$ cat src/rtl/i2c_slave_if.sv
// Bus-side and streaming-side signals of the I2C target endpoint.
// The master modport is the view of whatever sits across from the target.
`timescale 1ns/1ps
interface i2c_slave_if;
  logic       scl_i;
  logic       sda_i;
  logic       scl_o;
  logic       sda_o;
  logic [7:0] data_i;
  logic       data_i_valid;
  logic       data_i_ready;
  logic [7:0] data_o;
  logic       data_o_valid;

  modport slave (
    input  scl_i, sda_i, data_i, data_i_valid,
    output scl_o, sda_o, data_i_ready, data_o, data_o_valid
  );

  modport master (
    output scl_i, sda_i, data_i, data_i_valid,
    input  scl_o, sda_o, data_i_ready, data_o, data_o_valid
  );
endinterface

$ cat src/rtl/i2c_slave_core.sv
// I2C target endpoint: 7-bit address, master writes stream out on data_o,
// master reads pull bytes from a valid/ready source. No clock stretching.
`timescale 1ns/1ps
module i2c_slave_core #(
  parameter logic [6:0] SLAVE_ADDRESS = 7'h21
) (
  input  logic clk,
  input  logic rst,
  i2c_slave_if.slave bus
);

  typedef enum logic [2:0] {
    IDLE, ADDR, ADDR_ACK, WR_DATA, WR_ACK, RD_DATA, RD_ACK, WAIT_STOP
  } state_t;

  state_t     state_q, state_d;
  logic [1:0] scl_sync_q, scl_sync_d;
  logic [1:0] sda_sync_q, sda_sync_d;
  logic       scl_prev_q, scl_prev_d;
  logic       sda_prev_q, sda_prev_d;
  logic [3:0] bit_cnt_q, bit_cnt_d;
  logic [7:0] rx_q, rx_d;
  logic [7:0] tx_q, tx_d;
  logic       rw_q, rw_d;
  logic       sda_o_q, sda_o_d;
  logic [7:0] data_o_q, data_o_d;
  logic       data_o_valid_q, data_o_valid_d;
  logic       data_i_ready_q, data_i_ready_d;

  logic       scl, sda;
  logic       scl_rise, scl_fall, start_det, stop_det;
  logic [7:0] load_byte;

  assign scl       = scl_sync_q[1];
  assign sda       = sda_sync_q[1];
  assign scl_rise  = scl & ~scl_prev_q;
  assign scl_fall  = ~scl & scl_prev_q;
  assign start_det = scl & scl_prev_q & ~sda & sda_prev_q;
  assign stop_det  = scl & scl_prev_q & sda & ~sda_prev_q;
  // An empty source reads back as an idle (released) bus byte.
  assign load_byte = bus.data_i_valid ? bus.data_i : 8'hFF;

  assign bus.scl_o        = 1'b1;
  assign bus.sda_o        = sda_o_q;
  assign bus.data_o       = data_o_q;
  assign bus.data_o_valid = data_o_valid_q;
  assign bus.data_i_ready = data_i_ready_q;

  always_comb begin
    scl_sync_d     = {scl_sync_q[0], bus.scl_i};
    sda_sync_d     = {sda_sync_q[0], bus.sda_i};
    scl_prev_d     = scl;
    sda_prev_d     = sda;
    state_d        = state_q;
    bit_cnt_d      = bit_cnt_q;
    rx_d           = rx_q;
    tx_d           = tx_q;
    rw_d           = rw_q;
    sda_o_d        = sda_o_q;
    data_o_d       = data_o_q;
    data_o_valid_d = 1'b0;
    data_i_ready_d = 1'b0;

    // Bus conditions win over any SCL edge seen in the same cycle.
    if (start_det) begin
      state_d   = ADDR;
      bit_cnt_d = 4'd0;
      sda_o_d   = 1'b1;
    end else if (stop_det) begin
      state_d   = IDLE;
      bit_cnt_d = 4'd0;
      sda_o_d   = 1'b1;
    end else begin
      unique case (state_q)
        ADDR: begin
          if (scl_rise) begin
            rx_d      = {rx_q[6:0], sda};
            bit_cnt_d = bit_cnt_q + 4'd1;
          end else if (scl_fall && bit_cnt_q == 4'd8) begin
            if (rx_q[7:1] == SLAVE_ADDRESS) begin
              sda_o_d = 1'b0;
              rw_d    = rx_q[0];
              state_d = ADDR_ACK;
            end else begin
              state_d = WAIT_STOP;
            end
          end
        end
        ADDR_ACK: begin
          if (scl_fall) begin
            bit_cnt_d = 4'd0;
            if (rw_q) begin
              tx_d           = load_byte;
              sda_o_d        = load_byte[7];
              data_i_ready_d = bus.data_i_valid;
              state_d        = RD_DATA;
            end else begin
              sda_o_d = 1'b1;
              state_d = WR_DATA;
            end
          end
        end
        WR_DATA: begin
          if (scl_rise) begin
            rx_d      = {rx_q[6:0], sda};
            bit_cnt_d = bit_cnt_q + 4'd1;
            if (bit_cnt_q == 4'd7) begin
              data_o_d       = {rx_q[6:0], sda};
              data_o_valid_d = 1'b1;
            end
          end else if (scl_fall && bit_cnt_q == 4'd8) begin
            sda_o_d = 1'b0;
            state_d = WR_ACK;
          end
        end
        WR_ACK: begin
          if (scl_fall) begin
            sda_o_d   = 1'b1;
            bit_cnt_d = 4'd0;
            state_d   = WR_DATA;
          end
        end
        RD_DATA: begin
          if (scl_rise) begin
            bit_cnt_d = bit_cnt_q + 4'd1;
          end else if (scl_fall) begin
            if (bit_cnt_q == 4'd8) begin
              sda_o_d = 1'b1;
              state_d = RD_ACK;
            end else begin
              tx_d    = {tx_q[6:0], 1'b1};
              sda_o_d = tx_q[6];
            end
          end
        end
        RD_ACK: begin
          if (scl_rise && sda) begin
            state_d = WAIT_STOP;
          end else if (scl_fall) begin
            tx_d           = load_byte;
            sda_o_d        = load_byte[7];
            data_i_ready_d = bus.data_i_valid;
            bit_cnt_d      = 4'd0;
            state_d        = RD_DATA;
          end
        end
        default: ;
      endcase
    end
  end

  // Synchronizers reset to the idle-bus level so release does not fake an edge.
  always_ff @(posedge clk or posedge rst) begin
    if (rst) begin
      scl_sync_q     <= 2'b11;
      sda_sync_q     <= 2'b11;
      scl_prev_q     <= 1'b1;
      sda_prev_q     <= 1'b1;
      state_q        <= IDLE;
      bit_cnt_q      <= 4'd0;
      rx_q           <= 8'd0;
      tx_q           <= 8'd0;
      rw_q           <= 1'b0;
      sda_o_q        <= 1'b1;
      data_o_q       <= 8'd0;
      data_o_valid_q <= 1'b0;
      data_i_ready_q <= 1'b0;
    end else begin
      scl_sync_q     <= scl_sync_d;
      sda_sync_q     <= sda_sync_d;
      scl_prev_q     <= scl_prev_d;
      sda_prev_q     <= sda_prev_d;
      state_q        <= state_d;
      bit_cnt_q      <= bit_cnt_d;
      rx_q           <= rx_d;
      tx_q           <= tx_d;
      rw_q           <= rw_d;
      sda_o_q        <= sda_o_d;
      data_o_q       <= data_o_d;
      data_o_valid_q <= data_o_valid_d;
      data_i_ready_q <= data_i_ready_d;
    end
  end

endmodule

$ cat src/flat_wrapper.sv
// flat-port wrapper written by rule: the top's interface ports become plain ports
module i2c_slave_core_flat 
#(
  parameter logic [6:0] SLAVE_ADDRESS = 7'h21
)
  (clk, rst, bus_scl_i, bus_sda_i, bus_data_i, bus_data_i_valid, bus_scl_o, bus_sda_o, bus_data_i_ready, bus_data_o, bus_data_o_valid);
  i2c_slave_if bus_i ();
  input  logic clk;
  input  logic rst;
  input wire logic [$bits(bus_i.scl_i)-1:0] bus_scl_i;
  input wire logic [$bits(bus_i.sda_i)-1:0] bus_sda_i;
  input wire logic [$bits(bus_i.data_i)-1:0] bus_data_i;
  input wire logic [$bits(bus_i.data_i_valid)-1:0] bus_data_i_valid;
  output wire logic [$bits(bus_i.scl_o)-1:0] bus_scl_o;
  output wire logic [$bits(bus_i.sda_o)-1:0] bus_sda_o;
  output wire logic [$bits(bus_i.data_i_ready)-1:0] bus_data_i_ready;
  output wire logic [$bits(bus_i.data_o)-1:0] bus_data_o;
  output wire logic [$bits(bus_i.data_o_valid)-1:0] bus_data_o_valid;
  assign bus_i.scl_i = bus_scl_i;
  assign bus_i.sda_i = bus_sda_i;
  assign bus_i.data_i = bus_data_i;
  assign bus_i.data_i_valid = bus_data_i_valid;
  assign bus_scl_o = bus_i.scl_o;
  assign bus_sda_o = bus_i.sda_o;
  assign bus_data_i_ready = bus_i.data_i_ready;
  assign bus_data_o = bus_i.data_o;
  assign bus_data_o_valid = bus_i.data_o_valid;
  i2c_slave_core #(.SLAVE_ADDRESS(SLAVE_ADDRESS)) u_core (.clk(clk), .rst(rst), .bus(bus_i));
endmodule
$ cat config.mk
export PLATFORM = sky130hd
export DESIGN_NAME = i2c_slave_core_flat
export DESIGN_NICKNAME = d
export VERILOG_FILES = /design/src/rtl/i2c_slave_if.sv /design/src/rtl/i2c_slave_core.sv /design/src/flat_wrapper.sv
export SDC_FILE = /design/constraint.sdc
export NUM_CORES = 1
export LEC_CHECK = 0
export BUFFER_PORTS_ARGS = -buffer_cell sky130_fd_sc_hd__buf_2
export CAP_MARGIN = 20
export CORE_UTILIZATION = 52
export CTS_BUF_LIST = sky130_fd_sc_hd__clkbuf_4 sky130_fd_sc_hd__clkbuf_8
export DETAILED_ROUTE_END_ITERATION = 10
export GPL_TIMING_DRIVEN = 0
export HOLD_SLACK_MARGIN = 0.02
export PLACE_DENSITY = 0.74
export SLEW_MARGIN = 15
export SYNTH_ARGS = -nofsm -noshare
export SYNTH_HDL_FRONTEND = slang
export SYNTH_SLANG_ARGS = --single-unit
$ cat constraint.sdc
create_clock -name clk -period 5.3 [get_ports clk]
set_clock_uncertainty 0.05 [all_clocks]
set_input_delay 1.06 -clock clk [delete_from_list [all_inputs] [get_ports clk]]
set_output_delay 1.06 -clock clk [all_outputs]
set_load 0.005 [all_outputs]
==> results.py, run 1 <==
metrics = {
    "clock_tree": {
        "cts_setup_buffers": 0,
        "numCtsBuffers": 5,
        "htreeDepth": 2,
        "clock-sinks": 40,
        "cts_tree": "done",
        "max-clock-path-buffers": 2,
        "clk_pin_slew_worst_paths_ns": 0.08,
        "root_buffer": "clkbuf_8",
        "clk_latency_ns": 0.30,
        "post_cts_resized": 0,
        "holdBufCountCts": 0,
    },
    "yosys": {
        "ys_seq_area_share_pct": 50.82,
        "synth_area_leader_cell": "dfrtp_1",
        "yosysWarnings": 0,
        "synth-seq-cells": 40,
        "synth.distinct_cells": 49,
        "synth_area_um2": 1987,
        "async_reset_ff_share_pct": 100.0,
        "ys_top_cells_by_area": "dfrtp_1 42%, mux2_2 11%, dfstp_2 9.3%, o21ai_0 6.3%, nand3b_1 3.4%",
        "synthCells": 183,
        "synth_edf_count": 0,
        "synth_fp_nets": 198,
        "postSynthAreaPerCell_um2": 10.86,
        "yosys.area.top_type_share_pct": 41.56,
        "synth_flop_cell": "dfrtp_1",
    },
    "global_routing": {
        "grt_usage_pct": 22.19,
        "grt_pass1_vias": 1459,
        "gr-total-overflow": 0,
        "grt_pass1_wl_um": 6817,
        "grt_max_degree": 28,
        "antenna_found_initial": 0,
    },
    "drt": {
        "wirelength_um": 3958,
        "first_pass_iters": 4,
        "via_per_inst": 5.776,
        "ant_nets": 0,
        "drt_iter0_drc": 96,
        "avgRoutedWirePerCell_um": 15.05,
        "drc": 0,
        "vias": 1519,
    },
    "cells_and_area": {
        "n_antenna_cell": 0,
        "drive_above_1_share_pct": 35.35,
        "stdcell_area_um2": 2297,
        "fin_nets": 229,
        "synthToLayoutAreaGrowth_pct": 15.62,
        "nFillCells": 312,
    },
    "sta": {
        "fin_tns_setup_ns": 0,
        "max_freq_mhz": 485.1,
        "hold_violations": 0,
        "slew_headroom_pct": 64.38,
        "period_share_pct": 38.90,
        "grt_setup_unrepaired": "no",
        "min_period_ns": 2.062,
        "tightest_slew_ns": 0.5324,
        "finalSetupViolations": 0,
        "finalMaxSlewViolations": 0,
    },
    "pwr": {
        "ir_worst_vdd_v": 0.0002363,
        "p_leak_nw": 1.060,
        "cellPowerDensity_nw_per_um2": 476.2,
    },
    "place": {
        "hpwlAfterDp_um": 2958,
        "postPlaceCellArea_um2": 2182,
        "gp_congestion": 0.9164,
        "io_buffer_count": 23,
    },
    "die": {
        "dieHeight_um": 63.82,
        "io_pins": 25,
        "die_x_um": 63.82,
        "initial_core_util_pct": 54.27,
        "fp.coreArea_um2": 3661,
        "die_area_um2": 4072,
        "std_cell_rows": 22,
    },
    "worst_setup_path": {
        "crit_family": "simple AND/OR/NAND/NOR gates",
        "cp-start-kind": "register",
        "cp.arrival_ns": 2.19,
        "required_ns": 5.42,
        "cp_cell_sequence": "nor4b_2 > nand3_1 > or4_1 > nor3_2 > mux2_1",
        "cp_slowest_stage_delay_ns": 0.46,
        "endpoint_kind": "register",
        "crit_path_top_delay_cell": "or4_1",
        "path_class": "reg2reg",
        "path_buf_inv": 0,
        "path_max_fanout": 4,
    },
    "run_status": {
        "status": "finished clean",
    },
    "hold_path": {
        "hp-class": "reg2reg",
    },
    "job": {
        "maxCapViolCount": 0,
    },
}
==> final cells by class <==
| cell class | count | area (um2) | area share (%) |
|---|---|---|---|
| Inverter | 4 | 15.01 | 0.6536 |
| Multi-Input combinational cell | 131 | 920.9 | 40.09 |
| Sequential cell | 40 | 1010 | 43.95 |
| Buffer | 8 | 41.29 | 1.797 |
| Tap cell | 48 | 60.06 | 2.614 |
| Clock inverter | 3 | 46.29 | 2.015 |
| Clock buffer | 5 | 68.82 | 2.996 |
| Timing Repair Buffer | 24 | 135.1 | 5.882 |
==> worst reg2reg max path, cell delays in order, from the launching register on <==
cell,delay (ns)
dfrtp_1,0.42
nor4b_2,0.35
nand3_1,0.19
or4_1,0.46
nor3_2,0.14
mux2_1,0.34
==> registers in the layout, indices dropped and copies added, names as in the netlist, 2 cells and up <==
name               count
u_core.bit_cnt_q       4
u_core.bus.data_o      8
u_core.rx_q            8
u_core.scl_sync_q      2
u_core.sda_sync_q      2
u_core.state_q         3
u_core.tx_q            7
==> layer usage <==
metal / part of all wire [%] / global-route usage, % / up-vias
met3: 6.1 / 4.464 / 9
li1: - / - / 721
met5: 0 / 0 / -
met4: 2.0 / 9.659 / 0
met2: 49 / 37.23 / 63
met1: 43 / 27.66 / 726
==> Yosys cell counts (all sizes together), types with 3 or more instances <==
master / instances
or2: 3
o21ai: 26
nand3b: 9
nor3: 4
buf: 6
nor3b: 3
nand2: 12
nor2b: 3
dfrtp: 33
inv: 4
nand3: 3
nor2: 11
dfstp: 7
a31oi: 3
mux2: 20
a21oi: 3
nand2b: 5
==> where the power goes <==
group	internal, mW	total, mW	switching [mW]
sequential	0.386	0.449	0.0638
combinational	0.174	0.393	0.219
clock	0.142	0.252	0.110
==> cells by family (layout without fill, tap and decap cells) <==
family	count (synthesis)	count (layout)	synth area share, %
compound gates	43	43	13.22
flops	40	40	50.82
simple gates	62	62	18.89
fa+ha+maj	2	2	1.259
buf+inv	12	44	2.833
mux	22	22	12.34
xor+xnor	1	1	0.4409
other cells	1	1	0.1887
==> path summary, 6_finish.rpt <==
check                                               start                             end  slack [ns]  depth (start not counted)
setup reg to reg               u_core.rx_q[4]$_DFFE_PP0P_         u_core.rw_q$_DFFE_PP0P_        3.24                          5
setup / recovery               u_core.rx_q[4]$_DFFE_PP0P_         u_core.rw_q$_DFFE_PP0P_        3.24                          5
hold reg to reg            u_core.scl_sync_q[0]$_DFF_PP1_  u_core.scl_sync_q[1]$_DFF_PP1_        0.31                          0
hold / removal             u_core.scl_sync_q[0]$_DFF_PP1_  u_core.scl_sync_q[1]$_DFF_PP1_        0.31                          0
max in group asynchronous                             rst     u_core.sda_prev_q$_DFF_PP1_        4.03                          3
min in group asynchronous                             rst      u_core.tx_q[0]$_DFFE_PP0P_        0.65                          2
==> per-stage QoR <==
stage | utilization, % | hold WS [ns] | power (mW) | worst slack [ns] | instances
global route | 62.75 | 0.3138 | 1.175 | 3.112 | 263
CTS | 62.75 | 0.3092 | 1.097 | 3.231 | 263
floorplan | - | 0.2952 | 0.7405 | 3.284 | 183
finish | 62.75 | 0.3089 | 1.094 | 3.238 | 263
detailed placement | 59.60 | 0.2981 | 0.8421 | 3.069 | 255
global placement | 59.06 | 0.2960 | 0.8128 | 2.850 | 254
==> layout by cell type (no fill, tap or decap), types with 2 or more instances in the layout <==
cell	netlist	layout
o21ai_0	25	25
nand4b_1	2	2
dfstp_2	7	7
mux2i_1	2	2
a31oi_1	3	3
ha_1	2	2
dfrtp_1	33	33
or2_2	3	3
nand2_1	12	12
a21oi_1	3	3
nor3b_1	3	3
nand3b_1	9	9
nor3_1	2	2
buf_2	5	28
nand3_1	3	3
mux2_2	19	19
nor2_1	10	10
clkbuf_8	0	5
nand2b_1	4	4
inv_1	4	3
nor2b_1	3	3
Note: power is estimated with default switching activity, not from simulation.
==> run 2, diff against run 1 <==
--- a/config.mk
+++ b/config.mk
@@ -5,6 +5,7 @@
 export SDC_FILE = /design/constraint.sdc
 export NUM_CORES = 1
 export LEC_CHECK = 0
+export ABC_AREA = 1
 export BUFFER_PORTS_ARGS = -buffer_cell sky130_fd_sc_hd__buf_2
 export CAP_MARGIN = 20
 export CORE_UTILIZATION = 52
@@ -12,7 +13,7 @@
 export DETAILED_ROUTE_END_ITERATION = 10
 export GPL_TIMING_DRIVEN = 0
 export HOLD_SLACK_MARGIN = 0.02
-export PLACE_DENSITY = 0.74
+export PLACE_DENSITY = 0.73
 export SLEW_MARGIN = 15
 export SYNTH_ARGS = -nofsm -noshare
 export SYNTH_HDL_FRONTEND = slang
==> constraint.sdc (replaced) <==
create_clock -name clk -period 1.9 [get_ports clk]
set_clock_uncertainty 0.05 [all_clocks]
set_input_delay 0.38 -clock clk [delete_from_list [all_inputs] [get_ports clk]]
set_output_delay 0.38 -clock clk [all_outputs]
set_load 0.005 [all_outputs]
==> run 2 against run 1 <==
- wire length increased by 8.0%
- sequential cell count stayed put
- critical path type unchanged
- sequential power increased to 2.7 times the previous value
- sequential share of layout area is 2.4 points lower
- global-route usage up 0.90 points
- critical endpoint is now u_core.tx_q[1]$_DFFE_PP0P_
- hold slack got worse by 0.29 ns
==> results.py, run 2 <==
metrics = {
    "run_status": {
        "status": "finished clean",
    },
    "yosys": {
        "synth_area_leader_cell": "dfrtp_1",
        "synth-seq-cells": 40,
        "synthCells": 273,
        "async_reset_ff_share_pct": 100.0,
        "synth_flop_cell": "dfrtp_1",
        "synth_commonest_cells": "75 x nand2_1, 33 x dfrtp_1, 30 x nor2_1, 25 x inv_1, 20 x nand3_1",
        "ys_top_cells_by_area": "dfrtp_1 39%, nand2_1 13%, dfstp_2 8.6%, nor2_1 5.3%, nand3_1 4.7%",
        "synth_area_um2": 2138,
        "postSynthAreaPerCell_um2": 7.833,
        "yosysWarnings": 0,
        "synth.distinct_cells": 34,
        "synth_fp_nets": 288,
        "yosysMostFrequentCell": "nand2_1",
        "synth_edf_count": 0,
        "yosys.area.top_type_share_pct": 38.62,
        "ys_seq_area_share_pct": 47.22,
    },
    "clock_tree": {
        "max-clock-path-buffers": 2,
        "clk_pin_slew_worst_paths_ns": 0.08,
        "cts_tree": "done",
        "numCtsBuffers": 5,
        "root_buffer": "clkbuf_8",
        "clk_latency_ns": 0.28,
        "holdBufCountCts": 0,
        "htreeDepth": 2,
        "clock-sinks": 40,
    },
    "sta": {
        "fin_tns_setup_ns": 0,
        "finalSetupViolations": 0,
        "grt_setup_unrepaired": "no",
        "max_freq_mhz": 576.4,
        "finalMaxSlewViolations": 0,
        "hold_violations": 0,
        "min_period_ns": 1.735,
        "period_share_pct": 91.31,
    },
    "job": {
        "maxCapViolCount": 0,
    },
    "drt": {
        "vias": 1823,
        "wl_met2_um": 2002,
        "avgRoutedWirePerCell_um": 12.11,
        "wirelength_um": 4275,
        "drt_iter0_drc": 109,
        "ant_nets": 0,
        "via_per_inst": 5.164,
        "met3_length_um": 142,
        "drc": 0,
        "top_layer": "met4",
        "first_pass_iters": 4,
        "routedLengthMet1_um": 2059,
    },
    "pwr": {
        "seqPwrFrac_pct": 36.8,
        "power_switching_mw": 1.389,
        "comb_power_share_pct": 46.2,
        "ir_worst_vdd_v": 0.0007017,
        "p_int_mw": 1.905,
        "clkPwrFrac_pct": 17.0,
        "swShare_pct": 42.16,
        "cellPowerDensity_nw_per_um2": 1354,
        "p_leak_nw": 1.254,
    },
    "place": {
        "io_buffer_count": 23,
        "gp_congestion": 0.9309,
        "hpwlAfterDp_um": 3262,
        "postPlaceCellArea_um2": 2341,
    },
    "global_routing": {
        "antenna_found_initial": 0,
        "grt_usage_pct": 23.09,
        "grt_pass1_vias": 1736,
        "grt_max_degree": 26,
        "gr-total-overflow": 0,
        "grt_pass1_wl_um": 7569,
    },
    "worst_setup_path": {
        "required_ns": 2.07,
        "cp.arrival_ns": 1.90,
        "reg2regPathDepth": 9,
        "cp-start-kind": "register",
        "path_class": "reg2reg",
        "path_max_fanout": 10,
        "reg2reg_setup_slack_ns": 0.17,
        "endpoint_kind": "register",
    },
    "die": {
        "die_area_um2": 4373,
        "fp.coreArea_um2": 3799,
        "die_x_um": 66.13,
        "dieHeight_um": 66.13,
        "std_cell_rows": 22,
        "initial_core_util_pct": 56.29,
        "io_pins": 25,
    },
    "cells_and_area": {
        "final_cell_mix": "75 x nand2_1, 33 x dfrtp_1, 29 x nor2_1, 24 x inv_1, 24 x buf_2",
        "drive_above_1_share_pct": 23.93,
        "fin_nets": 319,
        "n_antenna_cell": 0,
        "final_common_cell": "nand2_1",
        "synthToLayoutAreaGrowth_pct": 13.75,
        "stdcell_area_um2": 2432,
    },
    "hold_path": {
        "hp-class": "in2async",
    },
}
run 2: through the flow:
stage / total power [mW] / hold slack (ns) / utilization (%) / instances / setup WS (ns)
after floorplan: 2.441 / 0.2952 / - / 273 / 0.3835
after CTS: 3.317 / 0.02366 / 63.97 / 353 / 0.1863
after global placement: 2.712 / 0.2979 / 60.90 / 344 / 0.04136
after detailed placement: 2.745 / 0.2970 / 61.63 / 345 / 0.2001
final: 3.294 / 0.01596 / 64.03 / 353 / 0.1650
after global routing: 3.611 / 0.04984 / 64.03 / 353 / 0.01058
run 2: final cells by class:
cell class | count | area (um2)
well taps | 48 | 60.06
repair buffers | 24 | 142.6
clock buffers | 6 | 76.32
inverters | 33 | 126.4
clock inverters | 2 | 12.51
flip-flops and latches | 40 | 1010
plain buffers | 6 | 50.05
fillers | 360 | 1366
multi-input cells | 194 | 954.7
run 2: logic make-up (layout without fill, tap and decap cells):
| logic type | count (synthesis) | after routing | share of synthesized area (%) |
|---|---|---|---|
| DFF | 40 | 40 | 47.22 |
| AOI/OAI and AO/OA | 38 | 38 | 9.538 |
| buffers and inverters | 39 | 71 | 8.250 |
| adders and majority gates | 2 | 2 | 1.170 |
| and+or+nand+nor | 152 | 152 | 33.24 |
| xor gates and xnor gates | 1 | 1 | 0.4097 |
| other | 1 | 1 | 0.1754 |
run 2: per-layer routing:
layer  global-route usage, %  vias to the layer above
met5                       0                        -
met4                   7.979                        0
met3                   3.621                        7
met2                   37.24                       42
met1                   31.51                      847
li1                        -                      927
run 2: power groups by stage:
stage | clock, mW | combinational [mW] | sequential [mW]
after floorplan | 0 | 1.24 | 1.20
after global placement | 0 | 1.49 | 1.22
after detailed placement | 0 | 1.52 | 1.22
after CTS | 0.580 | 1.53 | 1.21
after global routing | 0.614 | 1.76 | 1.23
final | 0.560 | 1.52 | 1.21
run 2: final timing paths:
path | from | to
max | u_core.scl_prev_q$_DFF_PP1_ | u_core.tx_q[1]$_DFFE_PP0P_
min | rst | u_core.bit_cnt_q[2]$_DFFE_PP0P_
max reg2reg | u_core.scl_prev_q$_DFF_PP1_ | u_core.tx_q[1]$_DFFE_PP0P_
min reg2reg | u_core.sda_sync_q[0]$_DFF_PP1_ | u_core.sda_sync_q[1]$_DFF_PP1_
max in group asynchronous | rst | u_core.sda_sync_q[1]$_DFF_PP1_
min in group clk | bus_scl_i | u_core.scl_sync_q[0]$_DFF_PP1_
run 2: worst max-delay path, cell delays in order, from the launching register on:
cell and delay [ns]:
dfstp_2 0.55, inv_1 0.06, nor2_1 0.29, nor2_1 0.11, nor2_1 0.13, nand2_1 0.11, inv_2 0.09, buf_6 0.14
nand2_1 0.06, o21ai_1 0.07
run 2: timing repair:
action,in CTS,in global routing
setup endpoints to repair,0,1
resized for setup,0,1
setup buffers,0,0
